`config.mk`:
```
export PLATFORM = sky130hd
export DESIGN_NAME = mult_share_arbiter
export DESIGN_NICKNAME = d
export VERILOG_FILES = /design/src/rtl/mult_share_arbiter.sv
export SDC_FILE = /design/constraint.sdc
export NUM_CORES = 1
export LEC_CHECK = 0
export CORE_UTILIZATION = 52
export DETAILED_ROUTE_END_ITERATION = 8
export DONT_BUFFER_PORTS = 1
export GPL_TIMING_DRIVEN = 0
export PLACE_DENSITY_LB_ADDON = 0.3
export SLEW_MARGIN = 20
export SYNTH_ARGS = -nofsm -noshare
export SYNTH_HDL_FRONTEND = slang
export SYNTH_SLANG_ARGS = --single-unit
```
`constraint.sdc`:
```
create_clock -name clock -period 12.36 [get_ports clock]
set_clock_uncertainty 0.2 [all_clocks]
set_input_delay 1.236 -clock clock [delete_from_list [all_inputs] [get_ports clock]]
set_output_delay 1.236 -clock clock [all_outputs]
set_load 0.02 [all_outputs]
```
`src/rtl/mult_share_arbiter.sv`:
```
// mult_share_arbiter: round-robin sharing of one combinational 8x8 unsigned
// Wallace-tree multiplier among NUM_REQ valid/ready requesters. The datapath
// is an operand register (S1) feeding the multiplier and an output register
// (S2) holding the tagged product. It sustains one product per cycle.
// Optional build macro MULT_SHARE_STATS_EN adds the saturating counters
// stat_ops (accepted requests) and stat_stall (response stall cycles).

// Unsigned 8x8 multiplier. The eight partial products are reduced by layers
// of 3:2 carry-save compressors, and one carry-propagate add finishes the sum.
// A 16-bit width is exact because 255*255 fits in 16 bits.
module wallace8x8 (
  input  logic [7:0]  a_i,
  input  logic [7:0]  b_i,
  output logic [15:0] p_o
);

  function automatic logic [31:0] csa(input logic [15:0] x, input logic [15:0] y,
                                      input logic [15:0] z);
    logic [15:0] s;
    logic [15:0] c;
    s = x ^ y ^ z;
    c = ((x & y) | (x & z) | (y & z)) << 1;
    return {c, s};
  endfunction

  logic [15:0] pp [8];
  logic [31:0] l1a, l1b, l2a, l2b, l3, l4;

  // Shifted AND-row partial products
  always_comb begin
    for (int k = 0; k < 8; k++) begin
      pp[k] = {8'h00, a_i & {8{b_i[k]}}} << k;
    end
  end

  // Reduction layers: 8 -> 6 -> 4 -> 3 -> 2 rows
  assign l1a = csa(pp[0], pp[1], pp[2]);
  assign l1b = csa(pp[3], pp[4], pp[5]);
  assign l2a = csa(l1a[15:0], l1a[31:16], l1b[15:0]);
  assign l2b = csa(l1b[31:16], pp[6], pp[7]);
  assign l3  = csa(l2a[15:0], l2a[31:16], l2b[15:0]);
  assign l4  = csa(l3[15:0], l3[31:16], l2b[31:16]);
  assign p_o = l4[15:0] + l4[31:16];

endmodule

module mult_share_arbiter #(
  parameter int NUM_REQ = 4,
  parameter int ID_W    = 2
) (
  input  logic                 clock,
  input  logic                 clear,
  input  logic [NUM_REQ-1:0]   req_valid,
  output logic [NUM_REQ-1:0]   req_ready,
  input  logic [8*NUM_REQ-1:0] req_a,
  input  logic [8*NUM_REQ-1:0] req_b,
  output logic                 rsp_valid,
  input  logic                 rsp_ready,
  output logic [ID_W-1:0]      rsp_id,
  output logic [15:0]          rsp_product
`ifdef MULT_SHARE_STATS_EN
  ,
  output logic [31:0]          stat_ops,
  output logic [31:0]          stat_stall
`endif
);

  localparam int IDX_W = (NUM_REQ > 1) ? $clog2(NUM_REQ) : 1;

  function automatic logic [31:0] sat_inc(input logic [31:0] v);
    return (v == 32'hFFFF_FFFF) ? v : v + 32'd1;
  endfunction

  logic [7:0]      a_arr [NUM_REQ];
  logic [7:0]      b_arr [NUM_REQ];

  logic [ID_W-1:0] last_grant_q, last_grant_d;
  logic            s1_valid_q, s1_valid_d;
  logic [7:0]      s1_a_q, s1_a_d;
  logic [7:0]      s1_b_q, s1_b_d;
  logic [ID_W-1:0] s1_id_q, s1_id_d;
  logic            rsp_valid_q, rsp_valid_d;
  logic [15:0]     rsp_product_q, rsp_product_d;
  logic [ID_W-1:0] rsp_id_q, rsp_id_d;

  logic            s2_adv, s1_adv, accept, gnt_found;
  logic [IDX_W-1:0] gnt_idx;
  int              cand;
  logic [15:0]     mult_p;

  for (genvar g = 0; g < NUM_REQ; g++) begin : g_unpack
    assign a_arr[g] = req_a[8*g +: 8];
    assign b_arr[g] = req_b[8*g +: 8];
  end

  assign s2_adv = !rsp_valid_q || rsp_ready;
  assign s1_adv = !s1_valid_q || s2_adv;

  // Round-robin search starting after the last granted requester
  always_comb begin
    gnt_found = 1'b0;
    gnt_idx   = '0;
    cand      = 0;
    req_ready = '0;
    for (int i = 1; i <= NUM_REQ; i++) begin
      cand = int'(last_grant_q) + i;
      if (cand >= NUM_REQ) cand = cand - NUM_REQ;
      if (!gnt_found && req_valid[IDX_W'(cand)]) begin
        gnt_found = 1'b1;
        gnt_idx   = IDX_W'(cand);
      end
    end
    // No grant while clearing or while S1 cannot take a new operand pair
    if (gnt_found && s1_adv && !clear) req_ready[gnt_idx] = 1'b1;
  end

  assign accept = gnt_found && s1_adv && !clear;

  wallace8x8 u_mult (
    .a_i (s1_a_q),
    .b_i (s1_b_q),
    .p_o (mult_p)
  );

  // Next-state for the pointer and both pipeline stages
  always_comb begin
    last_grant_d  = last_grant_q;
    s1_valid_d    = s1_valid_q;
    s1_a_d        = s1_a_q;
    s1_b_d        = s1_b_q;
    s1_id_d       = s1_id_q;
    rsp_valid_d   = rsp_valid_q;
    rsp_product_d = rsp_product_q;
    rsp_id_d      = rsp_id_q;
    if (accept) last_grant_d = ID_W'(gnt_idx);
    if (s1_adv) begin
      s1_valid_d = accept;
      if (accept) begin
        s1_a_d  = a_arr[gnt_idx];
        s1_b_d  = b_arr[gnt_idx];
        s1_id_d = ID_W'(gnt_idx);
      end
    end
    if (s2_adv) begin
      rsp_valid_d = s1_valid_q;
      if (s1_valid_q) begin
        rsp_product_d = mult_p;
        rsp_id_d      = s1_id_q;
      end
    end
  end

  // Control state and visible response registers; clear flushes both stages
  always_ff @(posedge clock) begin
    if (clear) begin
      last_grant_q  <= ID_W'(NUM_REQ - 1);
      s1_valid_q    <= 1'b0;
      rsp_valid_q   <= 1'b0;
      rsp_product_q <= 16'h0000;
      rsp_id_q      <= '0;
    end else begin
      last_grant_q  <= last_grant_d;
      s1_valid_q    <= s1_valid_d;
      rsp_valid_q   <= rsp_valid_d;
      rsp_product_q <= rsp_product_d;
      rsp_id_q      <= rsp_id_d;
    end
  end

  // S1 operand/tag data registers; qualified by s1_valid_q, so no reset needed
  always_ff @(posedge clock) begin
    s1_a_q  <= s1_a_d;
    s1_b_q  <= s1_b_d;
    s1_id_q <= s1_id_d;
  end

  assign rsp_valid   = rsp_valid_q;
  assign rsp_product = rsp_product_q;
  assign rsp_id      = rsp_id_q;

`ifdef MULT_SHARE_STATS_EN
  logic [31:0] stat_ops_q, stat_stall_q;

  // Saturating event counters
  always_ff @(posedge clock) begin
    if (clear) begin
      stat_ops_q   <= 32'd0;
      stat_stall_q <= 32'd0;
    end else begin
      if (accept) stat_ops_q <= sat_inc(stat_ops_q);
      if (rsp_valid_q && !rsp_ready) stat_stall_q <= sat_inc(stat_stall_q);
    end
  end

  assign stat_ops   = stat_ops_q;
  assign stat_stall = stat_stall_q;
`else
  // Statistics counters are not built.
`endif

endmodule

```
# Yosys cells after proc, flatten, opt, wreduce, memory -nomap -nowiden
# Index checks and enable logic that the tools add are counted.
# W data, S select, Z words.
# totals
register_bits	40
latch_bits	0
ram_bits	0
mem_bits_ro	0
out_inout_bits	23
wordCells	128
memories	0
# op_classes
n_addsub	9
n_mul	0
div	0
n_lt_le_gt_ge	11
n_eq_ne	0
shifts	0
muxes	33
bitwise_logic	51
n_reduce_logical	16
# op_table
op	n
$and A15 B15 Y15	10
$or A15 B15 Y15	10
$xor A16 B16 Y16	5
$and A8 B8 Y8	8
$bmux W8 S2	2
$mux W8	4
$add A16 B16 Y16	1
$lt A2 B4 Y1 const B	4
$mux W2	8
$xor A16 B13 Y16	1
$xor A16 B14 Y16	1
$xor A16 B15 Y16	1
$and A14 B15 Y15	1
$and A15 B14 Y15	1
$or A15 B10 Y15	1
$or A15 B13 Y15	1
$and A11 B13 Y13	1
$and A12 B13 Y13	1
$mux W1	13
$xor A12 B13 Y13	1
$and A11 B12 Y12	1
$ge A3 B3 Y1 const B	4
$xor A11 B12 Y12	1
$and A8 B10 Y10	1
other kinds (19)	38

# Depth between registers and ports, before layout
# logic_depth
word_depth	21
mapped_depth	14
depth_no_buf	14

# Modules after synthesis
# Synthesis repeated with hierarchy kept, for this count alone.
# hier_totals
hier_cells	432
area_unflattened_um2	3826.2
# modules_own_cells
mod	instances	cells_each	area_per_inst_um2
mult_share_arbiter	1	227	1936.9
wallace8x8	1	205	1889.3

# Worst setup path before layout
# No wires, ideal clock.
# synth_timing
kind	input to output
start	input clear
end	output req_ready[1]
arrival_time_ns	2.909
setup_slack_ns	8.015
cell_stages	4
cell_sequence	clkbuf_1 -> a211oi_2 -> nand2b_1 -> nor2b_1
# synth_between
elab_chain_len	3
# synth_lines
element	line_no	source
start, declared	52	input logic clear,
$logic_not A1 Y1	114	if (gnt_found && s1_adv && !clear) req_ready[gnt_idx] = 1'b1;
$logic_and A1 B1 Y1	114	
$mux W4	114	
end, declared	54	output logic [NUM_REQ-1:0] req_ready,
# No other way between the ends.

# Worst setup path in the final report
# layout_timing
start	register s1_b_q[3]
end	register rsp_product_q[15], in the netlist rsp_product[15]
# layout_between
elab_chain_len	13
elab_cells_between_ends	33
classes_between	add/sub (1); bitwise (32)
# layout_lines
element	line_no	source
start, declared	80	logic [7:0] s1_b_q, s1_b_d;
start signal, assigned	173	s1_b_q <= s1_b_d;
$and A8 B8 Y8 *	32	pp[k] = {8'h00, a_i & {8{b_i[k]}}} << k;
$xor A11 B12 Y12, or another cell as far along	21	s = x ^ y ^ z;
$xor A12 B13 Y13 or $or A15 B15 Y15 (tied branches)	21, 22	
$and A15 B15 Y15 or $or A15 B13 Y15 (tied branches)	22	c = ((x & y) | (x & z) | (y & z)) << 1;
$or A15 B15 Y15 or $xor A16 B14 Y16 (tied branches)	22, 21	
$or A15 B15 Y15 or $xor A16 B15 Y16 (tied branches)	22, 21	
$and A15 B15 Y15	22	
$or A15 B15 Y15 (2 in a row)	22	
$and A15 B15 Y15	22	
$or A15 B15 Y15 (2 in a row)	22	
$add A16 B16 Y16 *	43	assign p_o = l4[15:0] + l4[31:16];
end signal, assigned	165	rsp_product_q <= rsp_product_d;
end, declared	83	logic [15:0] rsp_product_q, rsp_product_d;
# Mark *: on every way between the ends. The rest lies on a longest branch, timed or not.
# A chain may end at the register's enable or synchronous reset.

==> metrics <==
outcome finished clean; Post-synth ARST share 0%; Hold WC Path Type reg2reg; final-report max-slew violation count 0; fillcell total 614; Syn Nets 512; vias in the first global route 2835; reg2reg start s1_b_q[3]; fin crit share 38.6%; CP arrival 4780 ps; VDD IR max 0.103 mV; Peak Freq 209 MHz; num rows 30; Clock Path Buffers 2; Crit Path Max Fanout 8; CP startpoint kind flop; register bit total from synthesis 40; Clock Sinks 40; grt total ovfl 0; Design Power 0.921 mW; Multi-input gate area 0.00256 mm2; ANT nets after route 0; Slew headroom 55.9%; core area 0.00687 mm2; Primary FF master, synth dfxtp_1; hold_buf cts 0; first-pass GRT wire length 12800 um; Cells after Synth 377; htree depth 2; reg-to-reg critical path endpoint rsp_product[15]; count of cell types in the netlist 37; Mapped Area 0.00374 mm2; Final Setup Violations 0; via count 2714; Worst R2R Path Depth 14; post-synthesis area per instance 9.92 um2; largest net degree at the start of global routing 19; r2r setup slk 7590 ps; Req. time, crit path 12370 ps; Setup TNS 0 ps; Syn. warnings 0; Pleak 1.79 nW; worst setup path endpoint rsp_product[15]; First DRT Iteration DRCs 105; number of synthesized flops with an enable pin 18; critical path class reg2reg; port bufs 0; Antenna diodes 0; I/O Pins 94; RD Place Congestion 0.823; worst slew pin tran 656 ps; Die Wd 86.8 um; max_cap viols 0; clk_lat worst skew 300 ps; area grow syn2layout 5.89%; Layout Cells excl Fill 482; drt total wl 7690 um; Placed Cells 474; wire per inst 16.0 um; Starting Density 54.4%; CTS clk-pin slew, worst paths 70 ps; critical path startpoint s1_b_q[3]; GRT Util Overall 22.3%; layout cell share with drive strength beyond 1 4.40%; Root Buffer clkbuf_8; Pre-antenna DRT Iters 4; post-CTS resize count 0; RSZ-0062 raised after global routing no; post-layout min period 4770 ps; CTS tree built; Setup crit end kind flop; die area 0.00754 mm2; Post-DP HPWL 6250 um; nets@finish 520; Power per Cell Area 233 mW/mm2; Vias/cell 5.63; storage element area 981 um2; Seq/Total Area, Yosys 26.2%; Hold Violations, Final 0; Setup Buffers After CTS 0; Die Y-Extent 86.8 um; Remaining DRCs 0; CTS Buf Count 5; initial antenna violation count 0
## layout by cell type, fill, tap and decap left out, types with 6 or more instances in the layout
cell	count
nand2_1	58
mux2i_1	49
and2_1	39
fa_1	39
inv_1	36
ha_1	25
a21oi_1	22
dfxtp_1	22
edfxtp_1	18
nor2_1	9
clkbuf_1	6
xor2_1	6
## logic make-up (layout without fill, tap and decap cells)
family,after synthesis,count (layout),share of synthesized area [%]
muxes,49,49,13.1
xor gates and xnor gates,8,8,1.87
buffers and inverters,48,57,5.59
DFF,40,40,26.2
and+or+nand+nor,122,122,15.9
adders and majority gates,64,64,29.2
AOI/OAI and AO/OA,46,46,8.03
## report_power, final
part           total [mW]  internal (mW)  leakage (nW)  switching [mW]
clock              0.0855         0.0396        0.0422          0.0458
sequential          0.215          0.168         0.356          0.0470
combinational       0.621          0.274          1.39           0.347
## worst max-delay path, stage by stage (launching register included)
cell      delay [ps]
edfxtp_1         560
and2_1           260
fa_1             530
inv_1             50
fa_1             490
inv_1             60
fa_1             480
ha_1             320
ha_1             240
fa_1             410
a21oi_1          210
o211ai_1         200
a221oi_1         360
xor2_1           120
o31ai_1          210
## worst min-delay path by stage
stage	end	from	slack, ps	cells past startpoint
after CTS	rsp_id[1]	s1_id_q[1]	340	2
after detailed placement	rsp_id[0]	s1_id_q[0]	320	2
final	rsp_id[1]	s1_id_q[1]	340	2
after floorplan	rsp_id[0]	s1_id_q[0]	270	2
after global placement	s1_valid_q	s1_valid_q	300	2
after global routing	rsp_id[0]	s1_id_q[0]	360	2
## final cells by class
class | instances | area share, %
clock buffers | 7 | 1.93
multi-input cells | 289 | 64.6
inverters | 36 | 3.41
flip-flops and latches | 40 | 24.8
clock inverters | 1 | 0.126
well taps | 96 | 3.03
plain buffers | 12 | 1.86
repair buffers | 1 | 0.284
## synthesized netlist by cell type (2+ instances only)
cell	number	area share [%]
a211oi_1	2	0.40
a21o_1	5	1.0
a21oi_1	22	2.9
and2_1	39	6.5
buf_2	5	0.67
buf_6	3	0.90
clkbuf_1	4	0.40
dfxtp_1	22	12
edfxtp_1	18	14
fa_1	39	21
ha_1	25	8.4
inv_1	36	3.6
mux2i_1	49	13
nand2_1	58	5.8
nand2b_1	3	0.50
nand3_1	4	0.54
nor2_1	9	0.90
nor2b_1	4	0.67
o211ai_1	2	0.40
o21ai_0	3	0.40
o31ai_1	3	0.60
xnor2_1	2	0.47
xor2_1	6	1.4
## routing by layer
metal | vias up | share of wire (%) | GRT usage (%)
li1 | 1272 | - | -
met1 | 1321 | 40 | 26.1
met2 | 105 | 53 | 41.6
met3 | 16 | 5.1 | 3.33
met4 | 0 | 1.9 | 6.67
met5 | - | 0 | 0
## sequential cells by signal, summed over array words and instances, names as in the netlist
name	flops
rsp_valid	1
s1_id_q	2
s1_b_q	8
rsp_id	2
rsp_product	16
s1_a_q	8
last_grant_q	2
s1_valid_q	1
## through the flow
| stage | util (%) | worst slack (ps) | area, um2 | hold WS, ps |
|---|---|---|---|---|
| final | 57.7 | 7590 | 3960 | 336 |
| after CTS | 57.7 | 7600 | 3960 | 336 |
| after global placement | 56.2 | 7610 | 3860 | 300 |
| after global routing | 57.7 | 7310 | 3960 | 356 |
| after detailed placement | 56.5 | 7640 | 3880 | 316 |
| after floorplan | - | 8020 | 3740 | 271 |
No activity file was read; power rests on OpenSTA's default activity.
